**config.mk**
```make
export PLATFORM = sky130hd
export DESIGN_NAME = turn_timer_ctrl
export DESIGN_NICKNAME = d
export VERILOG_FILES = /design/src/rtl/turn_timer_ctrl.sv
export SDC_FILE = /design/constraint.sdc
export NUM_CORES = 1
export LEC_CHECK = 0
export CAP_MARGIN = 20
export CORE_MARGIN = 2
export CORE_UTILIZATION = 35
export DETAILED_ROUTE_END_ITERATION = 10
export GPL_TIMING_DRIVEN = 0
export HOLD_SLACK_MARGIN = 0.08
export PLACE_DENSITY_LB_ADDON = 0.3
export SLEW_MARGIN = 5
export SYNTH_ARGS = -nofsm -noshare
export SYNTH_HDL_FRONTEND = slang
export SYNTH_SLANG_ARGS = --single-unit
```
**constraint.sdc**
```tcl
create_clock -name clk -period 5.7 [get_ports clk]
set_input_delay 1.14 -clock clk [delete_from_list [all_inputs] [get_ports clk]]
set_output_delay 1.14 -clock clk [all_outputs]
set_load 0.05 [all_outputs]
```
**src/rtl/turn_timer_ctrl.sv**
```systemverilog
// Two-player turn timer: per-player tick countdown, pause/resume, expiry flags, move counter.
// Optional build macro TURN_TIMER_INCREMENT_EN adds INC_VALUE to the player ending a turn.
module turn_timer_ctrl #(
   parameter logic [15:0] START_VALUE = 16'd30,
   parameter logic [15:0] INC_VALUE   = 16'd5
) (
   input  logic        clk,
   input  logic        rst,
   input  logic        tick,
   input  logic        set,
   input  logic        btn_a,
   input  logic        btn_b,
   input  logic        pause,
   output logic [15:0] time_a,
   output logic [15:0] time_b,
   output logic [2:0]  state,
   output logic        flag_a,
   output logic        flag_b,
   output logic [7:0]  move_count
);

   localparam int unsigned TW = 16;
   localparam int unsigned MW = 8;

   typedef enum logic [2:0] {
      IDLE    = 3'd0,
      RUN_A   = 3'd1,
      RUN_B   = 3'd2,
      PAUSED  = 3'd3,
      EXPIRED = 3'd4
   } state_t;

   state_t          state_q, state_n;
   logic [TW-1:0]   time_a_n, time_b_n;
   logic            flag_a_n, flag_b_n;
   logic [MW-1:0]   move_n;
   logic            side_q, side_n;      // 0 = A was running when paused, 1 = B

   // Running-side helpers shared by RUN_A and RUN_B
   logic            on_b;
   logic [TW-1:0]   run_t;
   logic            run_btn;
   logic [TW-1:0]   run_t_dec;
   logic [TW-1:0]   run_t_sw;
   logic [TW-1:0]   run_t_n;
   logic            run_expire;
   logic            do_reload;
   logic [MW-1:0]   move_inc;

`ifdef TURN_TIMER_INCREMENT_EN
   function automatic logic [TW-1:0] add_inc(input logic [TW-1:0] t);
      logic [TW:0] s;
      s = {1'b0, t} + {1'b0, INC_VALUE};
      return s[TW] ? {TW{1'b1}} : s[TW-1:0];
   endfunction
`else
   logic unused_inc_value;
   assign unused_inc_value = ^INC_VALUE;
`endif

   assign state = state_q;

   // State and datapath registers
   always_ff @(posedge clk or posedge rst) begin
      if (rst) begin
         state_q    <= IDLE;
         time_a     <= '0;
         time_b     <= '0;
         flag_a     <= 1'b0;
         flag_b     <= 1'b0;
         move_count <= '0;
         side_q     <= 1'b0;
      end else begin
         state_q    <= state_n;
         time_a     <= time_a_n;
         time_b     <= time_b_n;
         flag_a     <= flag_a_n;
         flag_b     <= flag_b_n;
         move_count <= move_n;
         side_q     <= side_n;
      end
   end

   // Next-state and datapath logic
   always_comb begin
      state_n    = state_q;
      time_a_n   = time_a;
      time_b_n   = time_b;
      flag_a_n   = flag_a;
      flag_b_n   = flag_b;
      move_n     = move_count;
      side_n     = side_q;
      do_reload  = 1'b0;

      on_b       = (state_q == RUN_B);
      run_t      = on_b ? time_b : time_a;
      run_btn    = on_b ? btn_b : btn_a;
      run_expire = tick && (run_t == TW'(1));
      run_t_dec  = (tick && (run_t != '0)) ? run_t - TW'(1) : run_t;
`ifdef TURN_TIMER_INCREMENT_EN
      run_t_sw   = add_inc(run_t_dec);
`else
      run_t_sw   = run_t_dec;
`endif
      run_t_n    = run_t_dec;
      move_inc   = (move_count == {MW{1'b1}}) ? move_count : move_count + MW'(1);

      case (state_q)
         IDLE: begin
            if (set) begin
               do_reload = 1'b1;
            end else if ((btn_a != btn_b) && (time_a != '0) && (time_b != '0)) begin
               state_n = btn_a ? RUN_B : RUN_A;
            end
         end

         RUN_A, RUN_B: begin
            // Expiry beats both pause and the turn switch; a tick always lands first
            if (run_expire) begin
               state_n = EXPIRED;
            end else if (pause) begin
               state_n = PAUSED;
               side_n  = on_b;
            end else if (run_btn) begin
               run_t_n = run_t_sw;
               state_n = on_b ? RUN_A : RUN_B;
               move_n  = move_inc;
            end
            if (on_b) begin
               time_b_n = run_t_n;
               flag_b_n = flag_b | run_expire;
            end else begin
               time_a_n = run_t_n;
               flag_a_n = flag_a | run_expire;
            end
         end

         PAUSED: begin
            if (set) begin
               do_reload = 1'b1;
            end else if (pause) begin
               state_n = side_q ? RUN_B : RUN_A;
            end
         end

         EXPIRED: begin
            if (set) begin
               do_reload = 1'b1;
            end
         end

         default: begin
            state_n = IDLE;
         end
      endcase

      if (do_reload) begin
         state_n  = IDLE;
         time_a_n = START_VALUE;
         time_b_n = START_VALUE;
         flag_a_n = 1'b0;
         flag_b_n = 1'b0;
      end
   end

endmodule
```
**Yosys cells after proc, flatten, opt, wreduce, memory -nomap -nowiden**

Cells that the tools add are included.

- RAM bits: 0
- Input bits: 7
- Memories: 0
- Bits in registers: 46
- Bits in read-only memories: 0
- Output and inout bits: 45
- Bits in latches: 0
- Logic and storage cells: 74

- Equal/unequal tests: 14
- Multiplexer cells: 29
- Bitwise gates (word level): 5
- Add/sub/neg operators: 2
- Order comparisons: 0
- Multiply operators: 0
- Shift operators: 0
- Divide/modulo/power cells: 0
- Reductions and logical operators: 17

Operators by type and width:

| kind | count |
|---|---|
| 16-bit 2-to-1 mux | 8 |
| 16-bit nonzero test | 3 |
| 3-bit 2-to-1 mux | 8 |
| 16-bit by 1-bit == test with 1-bit output, second input constant | 1 |
| 16-bit by 1-bit subtractor with 16-bit output, second input constant | 1 |
| 3-bit inequality test, second input constant | 4 |
| 3-bit case mux with 4 select lines | 1 |
| 1-bit 2-to-1 mux | 9 |
| 8-bit by 1-bit adder with 8-bit output, second input constant | 1 |
| 8-bit == test, second input constant | 1 |
| 3-bit by 2-bit == test with 1-bit output, second input constant | 2 |
| 2-bit 2-to-1 mux | 3 |
| 6-bit AND reduction | 1 |
| 5-bit inequality test, second input constant | 1 |
| 5-bit AND reduction | 1 |
| 1-bit logical AND | 4 |
| 2-bit AND reduction | 2 |
| 2-bit nonzero test | 2 |
| 3-bit by 1-bit == test with 1-bit output, second input constant | 1 |
| 3-bit == test, second input constant | 1 |
| 3-bit zero test | 1 |
| 1-bit inverter | 3 |
| 3-bit AND reduction | 1 |
| 3-bit OR reduction | 1 |
| other kinds (5) | 6 |

**Depth between registers and ports, before layout**

- Word-level depth: 8
- Depth in mapped cells: 15
- Depth with buffers taken out: 10

**Least setup slack after synthesis**

OpenSTA, ideal clock, no wires.

- Kind: register -> register
- Start: register state_q[1], in the netlist state[1]
- End: register time_a[13]
- Clock period less this slack: 3.808 ns
- Stages on the path, launching flop included: 15
- Slack: 1.892 ns
- Buffers on the path: 4
- Arrival: 3.738 ns
- Library setup time: 0.070 ns
- Data required time: 5.630 ns
- Path through: dfrtp_1 nor3b_2 clkbuf_1 clkbuf_1 clkbuf_1 nand2_1 nand2_1 inv_1 ha_1 o211ai_1 a221o_1 buf_6 nand2_2 or4_1 nand3_1

- Longest elaborated chain between the ends: 8
- Elaborated cells on any way between the ends: 19
- Those cells by class: add/sub: 1; eq/ne: 5; mux: 6; reduce/logical: 7

Ends and longest elaborated chain:

| element | line | RTL |
|---|---|---|
| start: declaration | 33 | `state_t state_q, state_n;` |
| start signal: assignment | 74 | `state_q <= state_n;` |
| branches (longest 8 deep; another with 16-bit by 1-bit subtractor with 16-bit output) | - |  |
| end signal: assignment | 75 | `time_a <= time_a_n;` |
| end: declaration | 14 | `output logic [15:0] time_a,` |

Parallel ways; which one is timed is not known. The select of a mux whose other input is x is not followed.
A chain may end at the register's enable or synchronous reset.

**Worst setup path in the final report**

Ends and elaborated chain as after synthesis.

==> impl_metrics.tcl <==
set metrics [dict create \
    dp_slack_ns 1.198 \
    synth_seq_cells 46 \
    worst_setup_path_end_kind "flip-flop" \
    die_height_um 95.91 \
    cell_breakdown_of_the_critical_path "nor3b_2 > clkbuf_1 > clkbuf_1 > clkbuf_1 > nand2_1 > nand2_1 > inv_1 > ha_1 > o211ai_1 > a221o_1 > buf_6 > nand2_2 > or4_1 > nand3_1" \
    postSynth.asyncResetShare_pct 100.0 \
    required_ns 5.94 \
    die_extent_in_x_um 95.91 \
    placementRows 33 \
    count_of_input_and_output_buffers 51 \
    fillCellCount 811 \
    post_synth_instance_area_um2 2957 \
    wl_per_cell_um 17.08 \
    worst_ep_arrival_time_ns 4.82 \
    dp_hpwl_mm 6.471 \
    grt_setup_unrepaired "no" \
    viasPerCell 5.782 \
    critPathKind "flip-flop to flip-flop" \
    wire_length_of_the_first_global_routing_pass_mm 13.90 \
    final_critical_path_time_including_i_o_delays_and_setup_ns 4.578 \
    global_route.overflow_total 0 \
    register_area_um2 1151 \
    most_used_cell_along_the_critical_path "sky130_fd_sc_hd__clkbuf_1" \
    clock_insertion_delay_worst_skew_ns 0.32 \
    layout-drive-gt1-share_pct 9.596 \
    postCtsSetupRepairBufs 0 \
    post_cts.resized_instances 0 \
    final_antenna_net_count 0 \
    num-nets-final 405 \
    max_slew.worst_pin.slew_ns 0.9225 \
    yosysSeqAreaShare_pct 38.93 \
    vdd_drop_max_mv 0.3096 \
    syn-num-nets 346 \
    via_count_of_the_first_global_routing_pass 2680 \
    drcViolationCount 0 \
    synth.cells.most_frequent "sky130_fd_sc_hd__dfrtp_1 (46), sky130_fd_sc_hd__nor2_1 (33), sky130_fd_sc_hd__nand2_1 (30), sky130_fd_sc_hd__nand3_1 (20), sky130_fd_sc_hd__nor3_1 (18)" \
    timing.critical_path.slowest_stage_cell "sky130_fd_sc_hd__nor3b_2" \
    worst_slack_ns 1.122 \
    multiInputGateArea_um2 1685 \
    clock_skew_ns 0.01570 \
    clk_pin_slew_ns 0.10 \
    drt_first_pass_iters 5 \
    worst_hold_startpoint "move_count[4]$_DFFE_PP0P_" \
    synth_edf_count 0 \
    dr_total_vias 2897 \
    dieArea_um2 9199 \
    cts.sink_count 46 \
    finalHoldViolCount 0 \
    htree_levels 2 \
    outcome "finished clean" \
    core_area_um2 8217 \
    power.density_cell_area_nw_per_um2 415.3 \
    timing.max_slew.rel_slack_pct 38.23 \
    critical_path.max_stage_delay_ns 0.55 \
    placement.cell_area_um2 3618 \
    power.leakage_uw 0.001467 \
    holdCritPathClass "flip-flop to flip-flop" \
    clockRootBuffer "sky130_fd_sc_hd__clkbuf_8" \
    post_synth_inst_count 336 \
    timing.max_cap.violations 0 \
    grt_antenna_before_repair 0 \
    setup-violations-final 0 \
    hold_buffers 0 \
    tritoncts "built" \
    timing.final.crit_share_pct 80.32 \
    yosysMostFrequentCell "sky130_fd_sc_hd__dfrtp_1" \
    library_cell_with_the_largest_summed_area_after_synthesis "sky130_fd_sc_hd__dfrtp_1" \
    tritoncts.num_buffers 5 \
    yosysWarningCount 0 \
    slew_viol_final 0 \
    netlist-cell-type-count 66 \
    dominant_register_cell_in_the_synthesized_netlist "sky130_fd_sc_hd__dfrtp_1" \
    pin_count 52 \
    final_area_um2 3712 \
    timing.rr.start "state[1]$_DFFE_PP0P_" \
    initial_cell_density_of_the_core_pct 35.98 \
    max_clock_freq_ghz 0.2184 \
    clock_path_buffers 2 \
    iteration_0_drc_count_of_the_detailed_router 328 \
    area_delta_synth_final_pct 25.56 \
    fin_setup_tns_ns 0 \
    syn-mean-instance-area_um2 8.799 \
    crit_start "state[1]$_DFFE_PP0P_" \
    largest_net_degree_at_the_start_of_global_routing 28 \
    gp_congestion 0.8814 \
    wl_mm 8.558 \
    post_synth_main_area_contributors "sky130_fd_sc_hd__dfrtp_1 (39%), sky130_fd_sc_hd__nor2_1 (4.2%), sky130_fd_sc_hd__nand2_1 (3.8%), sky130_fd_sc_hd__xnor2_1 (3.6%), sky130_fd_sc_hd__nand3_1 (3.4%)" \
    synth.top_cell.area_share_pct 38.93 \
    type_of_origin_of_the_critical_path "flip-flop" \
    grt_use_total_pct 19.72 \
    path_max_fanout 10 \
    insertedDiodeCount 0 \
]
-- cell type report --
| class | instances | share of cell area (%) |
|---|---|---|
| Tap cell | 105 | 3.539 |
| Clock buffer | 5 | 1.854 |
| Clock inverter | 3 | 0.6741 |
| Multi-Input combinational cell | 263 | 45.40 |
| Inverter | 8 | 0.8089 |
| Timing Repair Buffer | 52 | 14.29 |
| Sequential cell | 46 | 31.01 |
| Buffer | 19 | 2.427 |
-- per-layer routing --
layer  part of all wire, %  vias to the layer above  global-route usage, %  routed length (µm)
met5                     0                        -                      0                   0
met4                   2.2                        0                  7.500                 186
met3                   5.5                       12                  2.741                 470
met2                    45                      107                  30.42                3861
met1                    47                     1399                  28.01                4039
li1                      -                     1379                      -                   -
-- metrics by stage --
stage	total power, µW	cells	util, %	hold slack (ns)
6_report	1542	501	45.18	0.5077
5_1_grt	1637	501	45.18	0.5294
4_1_cts	1542	501	45.18	0.5070
3_5_place_dp	1330	493	44.04	0.4911
3_3_place_gp	1315	492	43.79	0.4797
2_1_floorplan	1055	336	-	0.4981
-- registers in the layout, indices dropped and copies added (netlist names) --
register	flops
flag_a	1
flag_b	1
move_count	8
side_q	1
state	3
time_a	16
time_b	16
-- cell usage in the layout, fill, tap and decap left out, types with 3 or more instances in the layout --
master,n
sky130_fd_sc_hd__o211ai_1,5
sky130_fd_sc_hd__clkdlybuf4s50_1,51
sky130_fd_sc_hd__o31ai_1,6
sky130_fd_sc_hd__nor4_1,6
sky130_fd_sc_hd__or4_1,5
sky130_fd_sc_hd__nand4_1,10
sky130_fd_sc_hd__o41ai_1,3
sky130_fd_sc_hd__nor2_1,33
sky130_fd_sc_hd__xnor2_1,12
sky130_fd_sc_hd__a41oi_1,3
sky130_fd_sc_hd__mux2i_1,7
sky130_fd_sc_hd__dfrtp_1,46
sky130_fd_sc_hd__nand2_1,30
sky130_fd_sc_hd__ha_1,3
sky130_fd_sc_hd__a31oi_1,7
sky130_fd_sc_hd__inv_1,7
sky130_fd_sc_hd__a31o_2,3
sky130_fd_sc_hd__nor4b_1,3
sky130_fd_sc_hd__nand3_1,20
sky130_fd_sc_hd__clkbuf_1,13
sky130_fd_sc_hd__o21ai_0,12
sky130_fd_sc_hd__a21oi_1,17
sky130_fd_sc_hd__and2_1,4
sky130_fd_sc_hd__or3_1,7
sky130_fd_sc_hd__clkbuf_8,5
sky130_fd_sc_hd__nor3_1,18
-- report_power, final --
| group | internal (µW) | leakage [µW] | switching, µW | total (µW) |
|---|---|---|---|---|
| clock network | 88.7 | 0.0000447 | 124 | 213 |
| registers | 384 | 0.000592 | 84.9 | 469 |
| logic | 275 | 0.000830 | 585 | 861 |
| total | 748 | 0.00147 | 794 | 1540 |
-- logic make-up (layout without fill, tap and decap cells) --
group / count (synthesis) / in the layout / share of synthesized area, %
and+or+nand+nor: 159 / 159 / 29.03
AOI/OAI and AO/OA: 79 / 79 / 19.68
DFF: 46 / 46 / 38.93
buffers and inverters: 27 / 87 / 4.062
xor gates and xnor gates: 14 / 14 / 4.147
muxes: 8 / 8 / 2.878
adders and majority gates: 3 / 3 / 1.270
-- worst max-delay path: cells and delay by family, from the launching register on --
kind	cells	cell delay [ns]
fa+ha+maj	1	0.22
simple gates	6	1.46
buf+inv	5	1.68
flops	1	0.50
compound gates	2	0.65
-- worst paths after layout --
check,to,slack (ns),cells after the start
max,time_a[13]$_DFFE_PP0P_,1.12,14
min in group asynchronous,time_b[15]$_DFFE_PP0P_,1.14,2
max reg2reg,time_a[13]$_DFFE_PP0P_,1.12,14
min reg2reg,move_count[4]$_DFFE_PP0P_,0.51,1
max in group asynchronous,time_a[13]$_DFFE_PP0P_,4.05,3
min,move_count[4]$_DFFE_PP0P_,0.51,1
Power figures use the tool's default switching activity.
